### config.mk
export PLATFORM = sky130hd
export DESIGN_NAME = light_morse_decoder
export DESIGN_NICKNAME = d
export VERILOG_FILES = /design/src/rtl/light_morse_decoder.sv
export SDC_FILE = /design/constraint.sdc
export NUM_CORES = 1
export LEC_CHECK = 0
export ABC_CLOCK_PERIOD_IN_PS = 9500
export BUFFER_PORTS_ARGS = -buffer_cell sky130_fd_sc_hd__buf_2
export CORE_AREA = 10 10 84 86
export DETAILED_ROUTE_END_ITERATION = 12
export DIE_AREA = 0 0 94 96
export MAX_ROUTING_LAYER = met4
export PLACE_DENSITY = 0.76
export RECOVER_POWER = 25
export SYNTH_ARGS = -nofsm -noshare
export SYNTH_HDL_FRONTEND = slang
export SYNTH_SLANG_ARGS = --single-unit
### constraint.sdc
create_clock -name clk -period 9.5 [get_ports clk]
set_input_delay 1.9 -clock clk [delete_from_list [all_inputs] [get_ports clk]]
set_output_delay 1.9 -clock clk [all_outputs]
set_load 0.005 [all_outputs]
### src/rtl/light_morse_decoder.sv
// Decodes a Morse on/off light level back into characters and word gaps.
// The light is synchronized and glitch-filtered, and mark and space lengths
// are measured in clock cycles, then classified against multiples of
// DOT_CYCLES.
//
// Ports:
//   clk        system clock, rising edge
//   rst        synchronous active-high reset
//   light      asynchronous light level (1 = lit)
//   sym_valid  one-cycle pulse when a character completes
//   sym_bits   elements of the character, first element at bit sym_len-1,
//              0 = dot, 1 = dash
//   sym_len    number of stored elements
//   sym_err    more than MAX_ELEMS elements were seen in this character
//   word_gap   one-cycle pulse when a word gap is detected
module light_morse_decoder #(
    parameter int unsigned DOT_CYCLES    = 25000000,
    parameter int unsigned FILTER_CYCLES = 4,
    parameter int unsigned MAX_ELEMS     = 6
) (
    input  logic                 clk,
    input  logic                 rst,
    input  logic                 light,
    output logic                 sym_valid,
    output logic [MAX_ELEMS-1:0] sym_bits,
    output logic [2:0]           sym_len,
    output logic                 sym_err,
    output logic                 word_gap
);

    localparam int unsigned RUN_MAX = 8 * DOT_CYCLES;
    localparam int unsigned RUN_W   = $clog2(RUN_MAX + 1);
    localparam int unsigned MEAS_W  = RUN_W + 1;
    localparam int unsigned FC_W    = (FILTER_CYCLES > 1) ? $clog2(FILTER_CYCLES) : 1;

    localparam logic [RUN_W-1:0]  RUN_SAT  = RUN_W'(RUN_MAX);
    localparam logic [MEAS_W-1:0] DASH_MIN = MEAS_W'(2 * DOT_CYCLES);
    localparam logic [MEAS_W-1:0] CHAR_GAP = MEAS_W'(3 * DOT_CYCLES);
    localparam logic [MEAS_W-1:0] WORD_GAP = MEAS_W'(7 * DOT_CYCLES);
    localparam logic [FC_W-1:0]   FC_LAST  = FC_W'(FILTER_CYCLES - 1);
    localparam logic [2:0]        LEN_FULL = 3'(MAX_ELEMS);

    typedef enum logic [1:0] {
        IDLE  = 2'd0,
        MARK  = 2'd1,
        SPACE = 2'd2
    } state_t;

    state_t               state;
    logic                 sync0;
    logic                 sync1;
    logic                 filt;
    logic [FC_W-1:0]      fcnt;
    logic [RUN_W-1:0]     run;
    logic [MAX_ELEMS-1:0] acc;
    logic [2:0]           len;
    logic                 ovf;

    logic                 flip_c;
    logic                 rise_c;
    logic                 fall_c;
    logic [MEAS_W-1:0]    meas_c;
    logic                 dash_c;

    // Filtered level flips on the FILTER_CYCLES-th consecutive differing sample.
    always_comb begin
        flip_c = (sync1 != filt) && (fcnt == FC_LAST);
        rise_c = flip_c && !filt;
        fall_c = flip_c && filt;
    end

    // Length of the current run including this cycle, so that a level lasting
    // N cycles measures N on the edge that ends it.
    always_comb begin
        meas_c = MEAS_W'(run) + MEAS_W'(1);
        dash_c = (meas_c >= DASH_MIN);
    end

    // Two-flop synchronizer and glitch filter.
    always_ff @(posedge clk) begin
        if (rst) begin
            sync0 <= 1'b0;
            sync1 <= 1'b0;
            filt  <= 1'b0;
            fcnt  <= '0;
        end else begin
            sync0 <= light;
            sync1 <= sync0;
            if (sync1 == filt) begin
                fcnt <= '0;
            end else if (flip_c) begin
                filt <= ~filt;
                fcnt <= '0;
            end else begin
                fcnt <= fcnt + FC_W'(1);
            end
        end
    end

    // Run counter: restarts on every filtered edge, saturates at 8 units.
    always_ff @(posedge clk) begin
        if (rst) begin
            run <= '0;
        end else if (flip_c) begin
            run <= '0;
        end else if (run != RUN_SAT) begin
            run <= run + RUN_W'(1);
        end
    end

    // Decoder state machine with element accumulator and registered outputs.
    always_ff @(posedge clk) begin
        if (rst) begin
            state     <= IDLE;
            acc       <= '0;
            len       <= '0;
            ovf       <= 1'b0;
            sym_valid <= 1'b0;
            sym_bits  <= '0;
            sym_len   <= '0;
            sym_err   <= 1'b0;
            word_gap  <= 1'b0;
        end else begin
            sym_valid <= 1'b0;
            word_gap  <= 1'b0;
            unique case (state)
                IDLE: begin
                    if (rise_c) begin
                        state <= MARK;
                    end
                end
                MARK: begin
                    if (fall_c) begin
                        state <= SPACE;
                        if (len < LEN_FULL) begin
                            acc <= (acc << 1) | MAX_ELEMS'(dash_c);
                            len <= len + 3'd1;
                        end else begin
                            ovf <= 1'b1;
                        end
                    end
                end
                SPACE: begin
                    // A rise landing exactly on the character boundary still
                    // closes the character before the next one starts.
                    if (meas_c == CHAR_GAP) begin
                        sym_valid <= 1'b1;
                        sym_bits  <= acc;
                        sym_len   <= len;
                        sym_err   <= ovf;
                        acc       <= '0;
                        len       <= '0;
                        ovf       <= 1'b0;
                    end
                    if (meas_c == WORD_GAP) begin
                        word_gap <= 1'b1;
                    end
                    if (rise_c) begin
                        state <= MARK;
                    end else if (meas_c == WORD_GAP) begin
                        state <= IDLE;
                    end
                end
                default: begin
                    state <= IDLE;
                end
            endcase
        end
    end

endmodule
# After elaboration in Yosys (flattened, before gate mapping)
# Index checks and enable logic that the tools add are counted.
[op_classes]
add_sub_neg = 4
magnitude_cmp = 2
eq_ne = 14
n_mux = 19
bitwise = 4
reduce_logical = 14
[op_table]
columns = ["cell", "n"]
rows = [
  ["$add 28x1->29 const B", 1],
  ["$eq 29x27->1 const B", 1],
  ["$eq 29x28->1 const B", 1],
  ["$ge 29x26->1 const B", 1],
  ["$add 28x1->28 const B", 1],
  ["$ne 28x28->1 const B", 1],
  ["$mux 6", 3],
  ["$pmux 6 s2", 1],
  ["$ne 2x2->1 const B", 5],
  ["$mux 3", 3],
  ["$mux 2", 4],
  ["$reduce_and 4->1", 2],
  ["$or 6x1->6", 1],
  ["$pmux 2 s3", 1],
  ["$pmux 3 s2", 1],
  ["$mux 1", 5],
  ["$eq 2x2->1 const B", 2],
  ["$reduce_and 2->1", 2],
  ["$reduce_or 2->1", 2],
  ["$add 3x1->3 const B", 1],
  ["$logic_and 1x1->1", 3],
  ["$lt 3x3->1 const B", 1],
  ["$ne 3x3->1 const B", 1],
  ["$not 1->1", 3],
  ["other kinds (10)", 10],
]
[totals]
reg_bits = 57
input_bits = 3

# Depth between registers and ports, before layout
[logic_depth]
word_depth = 6
depth_mapped = 11

# Worst setup path after synthesis
# No wires, ideal clock.
[synth_path]
kind = "input -> register"
from = "input port rst"
to = "register run[10]"
arrival_ns = 2.983
t_required_ns = 9.435
slack_ns = 6.452
cell_stages = 7
path_cell_list = "clkbuf_8 > inv_1 > nand2_1 > or2_2 > clkbuf_1 > clkbuf_1 > nor2_1"
[synth_between]
elab_chain_len = 1
[synth_rtl]
columns = ["element", "line", "text"]
rows = [
  ["from (decl)", "22", "input logic rst,"],
  ["$reduce_or 2->1 (no line)", "n/a", ""],
  ["to (signal assigned)", "107", "run <= run + RUN_W'(1);"],
  ["to (decl)", "54", "logic [RUN_W-1:0] run;"],
]
# No other way between the ends.
# A chain may end at the register's enable or synchronous reset.

# Final worst setup path
[layout_path]
from = "input port rst"
to = "register run[13]"
# Same word-level chain as after synthesis.

==> summary.txt <==
Global route
  – Largest net degree at the start of global routing: 20
  – GRT Util Overall: approximately 15%
  – First-pass GRT wire length: between 10 and 15 mm
  – Total gr overflow: 0
  – Initial antenna violation count: 0
  – Number of global-route vias before repair: 2235

Yosys
  – Share of the synthesized area in the top cell type: between 30% and 40%
  – Post-synth EDFFs: 0
  – Yosys synthesis warning count: 0
  – Largest cells by area after synthesis: dfxtp_1 (37%), nor2_1 (6.1%), xnor2_1 (3.9%)
  – Most numerous cell in the Yosys netlist: dfxtp_1
  – Post-Syn Nets: 347
  – Synth top cells by count: dfxtp_1 (57), nor2_1 (51), nand2_1 (18)
  – Main synth FF type: dfxtp_1
  – Synthesized area: about 3100 um^2
  – Synthesized flop and latch total: between 50 and 60
  – Mean post-synth cell area: approximately 9 um^2
  – Register area share after synthesis: 36.5%
  – Cell count after synthesis: 339
  – Netlist cell types: 65
  – Post-synth top area cell: dfxtp_1
  – Synth async-reset ratio: 0%

Clock tree
  – H-tree levels: 3
  – TritonCTS Buffers: 9
  – Clk_lat worst skew: around 0.34 ns
  – Clk sinks: between 50 and 60
  – Clock root buffer: clkbuf_8
  – Hold bufs inserted after CTS: 0
  – CTS Buffer Depth: 2
  – Setup Buffers After CTS: 0
  – Clk slew on worst S/H paths: 0.06 ns
  – CTS tree: done
  – # resized after CTS: 0

Placed design
  – IO Port Bufs: 14
  – GP Congestion: 0.915
  – Area of placed instances: ~3100 um^2
  – Hpwl dp: approximately 4.6 mm

STA
  – Slew HR: between 40 and 50%
  – Final setup vio count: 0
  – Worst Skew: ~0.012 ns
  – Setup TNS Final: 0 ns
  – Slew Limit Fails: 0
  – Fmax: between 200 and 300 MHz
  – Minimum clock period: between 3 and 4 ns
  – RSZ-0062 raised after global routing: false
  – Final worst-path cycle share: between 30 and 40%
  – Measured slew at the worst slew-check pin: ~0.83 ns
  – Final hold vios: 0

Final layout
  – Final instance area: about 3300 um^2
  – Layout cell share with drive strength beyond 1: a little over an eighth
  – Diodes inserted: 0
  – Nets: between 300 and 400
  – Synth-to-Final Area Change: 5.24%

Drt
  – Initial DRC count: 201
  – DR pass1 iterations: 4
  – DR DRC count: 0
  – Per-cell routed wire length: about 15 um
  – Routed WL: ~6.5 mm
  – Post-route ant nets: 0
  – Routed via count: about 2500
  – Drt via density: 5.88

Setup path
  – Worst reg2reg path depth: 9
  – Critical path class: input pin to register
  – Crit path max fanout: 19
  – CP max stage delay: just over 0.6 ns
  – CP Capture Type: register
  – Slowest CP cell: clkbuf_1
  – WP data required: between 9 and 10 ns
  – Worst setup SP type: input pin
  – CP cell instances: clkbuf_1 -> inv_1 -> nand2_1 -> or2_2 -> nor2_1
  – Worst EP arrival: around 3.8 ns

Die
  – # IOs: 15
  – Die H: roughly 96 um
  – Chip width: ~94 um
  – Core area: 5410 um^2
  – Starting density of the core: 57.8%
  – Die footprint: roughly 9000 um^2
  – # rows: 27

Power and ir drop
  – P_leak: between 1 and 1.5 nW
  – VDD IR max: 0.0853 mV
  – Cell area power density: between 100 and 150 nW/um^2

Outcome
  – Status: finished, final reports clean

Hold path
  – Hold path depth: 1
  – Min-Delay Path Class: register to register

Run
  – Max Cap Violations: 0
cells in the final DEF (no fill, tap or decap), types with 4 or more instances in the layout:
master and instances:
inv_1 6, dfxtp_1 57, nand2b_1 6, nand2_1 18
xor2_1 14, a31oi_1 4, nor3_1 9, and3_1 4
nor2_1 51, clkbuf_1 11, nor4_1 7, nor2b_1 4
ha_1 5, clkbuf_8 10, xnor2_1 14, a21oi_1 9
nand3_1 12, nand4_1 14, buf_2 4, a22o_1 7
mux2i_1 12
cell families after synthesis:
family | share of synthesized area, %
AND/OR/NAND/NOR | 32.2
flip-flops | 36.5
multiplexers | 4.20
XOR/XNOR | 7.85
adder cells (fa/ha/maj) | 2.00
buffers and inverters | 6.49
AO/OA/AOI/OAI | 10.7
flip-flops by register name, summed over array words and instances, names as in the netlist:
name,count
word_gap,1
sym_bits,6
sym_valid,1
sync0,1
state,2
sym_len,3
sym_err,1
ovf,1
run,28
filt,1
fcnt,2
acc,6
sync1,1
len,3
metrics by stage:
stage / cells / setup WS [ns] / utilization [%] / hold slack [ns] / power (mW)
2_1_floorplan: 339 / 6.45 / - / 0.405 / 0.260
5_1_grt: 419 / 5.70 / 60.9 / 0.443 / 0.497
4_1_cts: 419 / 6.06 / 61.1 / 0.429 / 0.484
3_3_place_gp: 403 / 5.99 / 57.5 / 0.414 / 0.262
6_report: 419 / 5.93 / 60.9 / 0.424 / 0.479
3_5_place_dp: 403 / 5.96 / 57.5 / 0.420 / 0.262
worst paths after layout:
check / from / end / slack [ns]
setup / recovery: rst / run[13] / 5.93
hold / removal: fcnt[0] / fcnt[0] / 0.42
setup reg to reg: run[1] / sym_len[2] / 6.00
hold reg to reg: fcnt[0] / fcnt[0] / 0.42
per-layer routing:
layer	wire length, um	share of wire, %	track usage, %	vias up
met1	3110	48	19.4	1169
li1	-	-	-	1228
met5	0	0	-	-
met3	321	5.0	4.44	12
met4	159	2.5	6.58	0
met2	2860	44	21.8	54
cell type report:
| class | instances | area (um^2) |
|---|---|---|
| fill | 485 | 2120 |
| sequential | 57 | 1140 |
| multi-input combinational | 254 | 1780 |
| inverter | 6 | 22.5 |
| clock buffer | 11 | 141 |
| clock inverter | 5 | 55.1 |
| timing repair buffer | 14 | 57.6 |
| tap | 72 | 90.1 |
where the power goes:
group | total [mW] | switching, mW | internal, mW
sequential | 0.244 | 0.00324 | 0.241
clock | 0.223 | 0.0954 | 0.127
combinational | 0.0122 | 0.00765 | 0.00454
total | 0.479 | 0.106 | 0.373
critical path: cells and delay by family:
kind,cells,cell delay [ns]
buffers and inverters,2,0.87
AND/OR/NAND/NOR,3,1.00
Power figures use the tool's default switching activity.
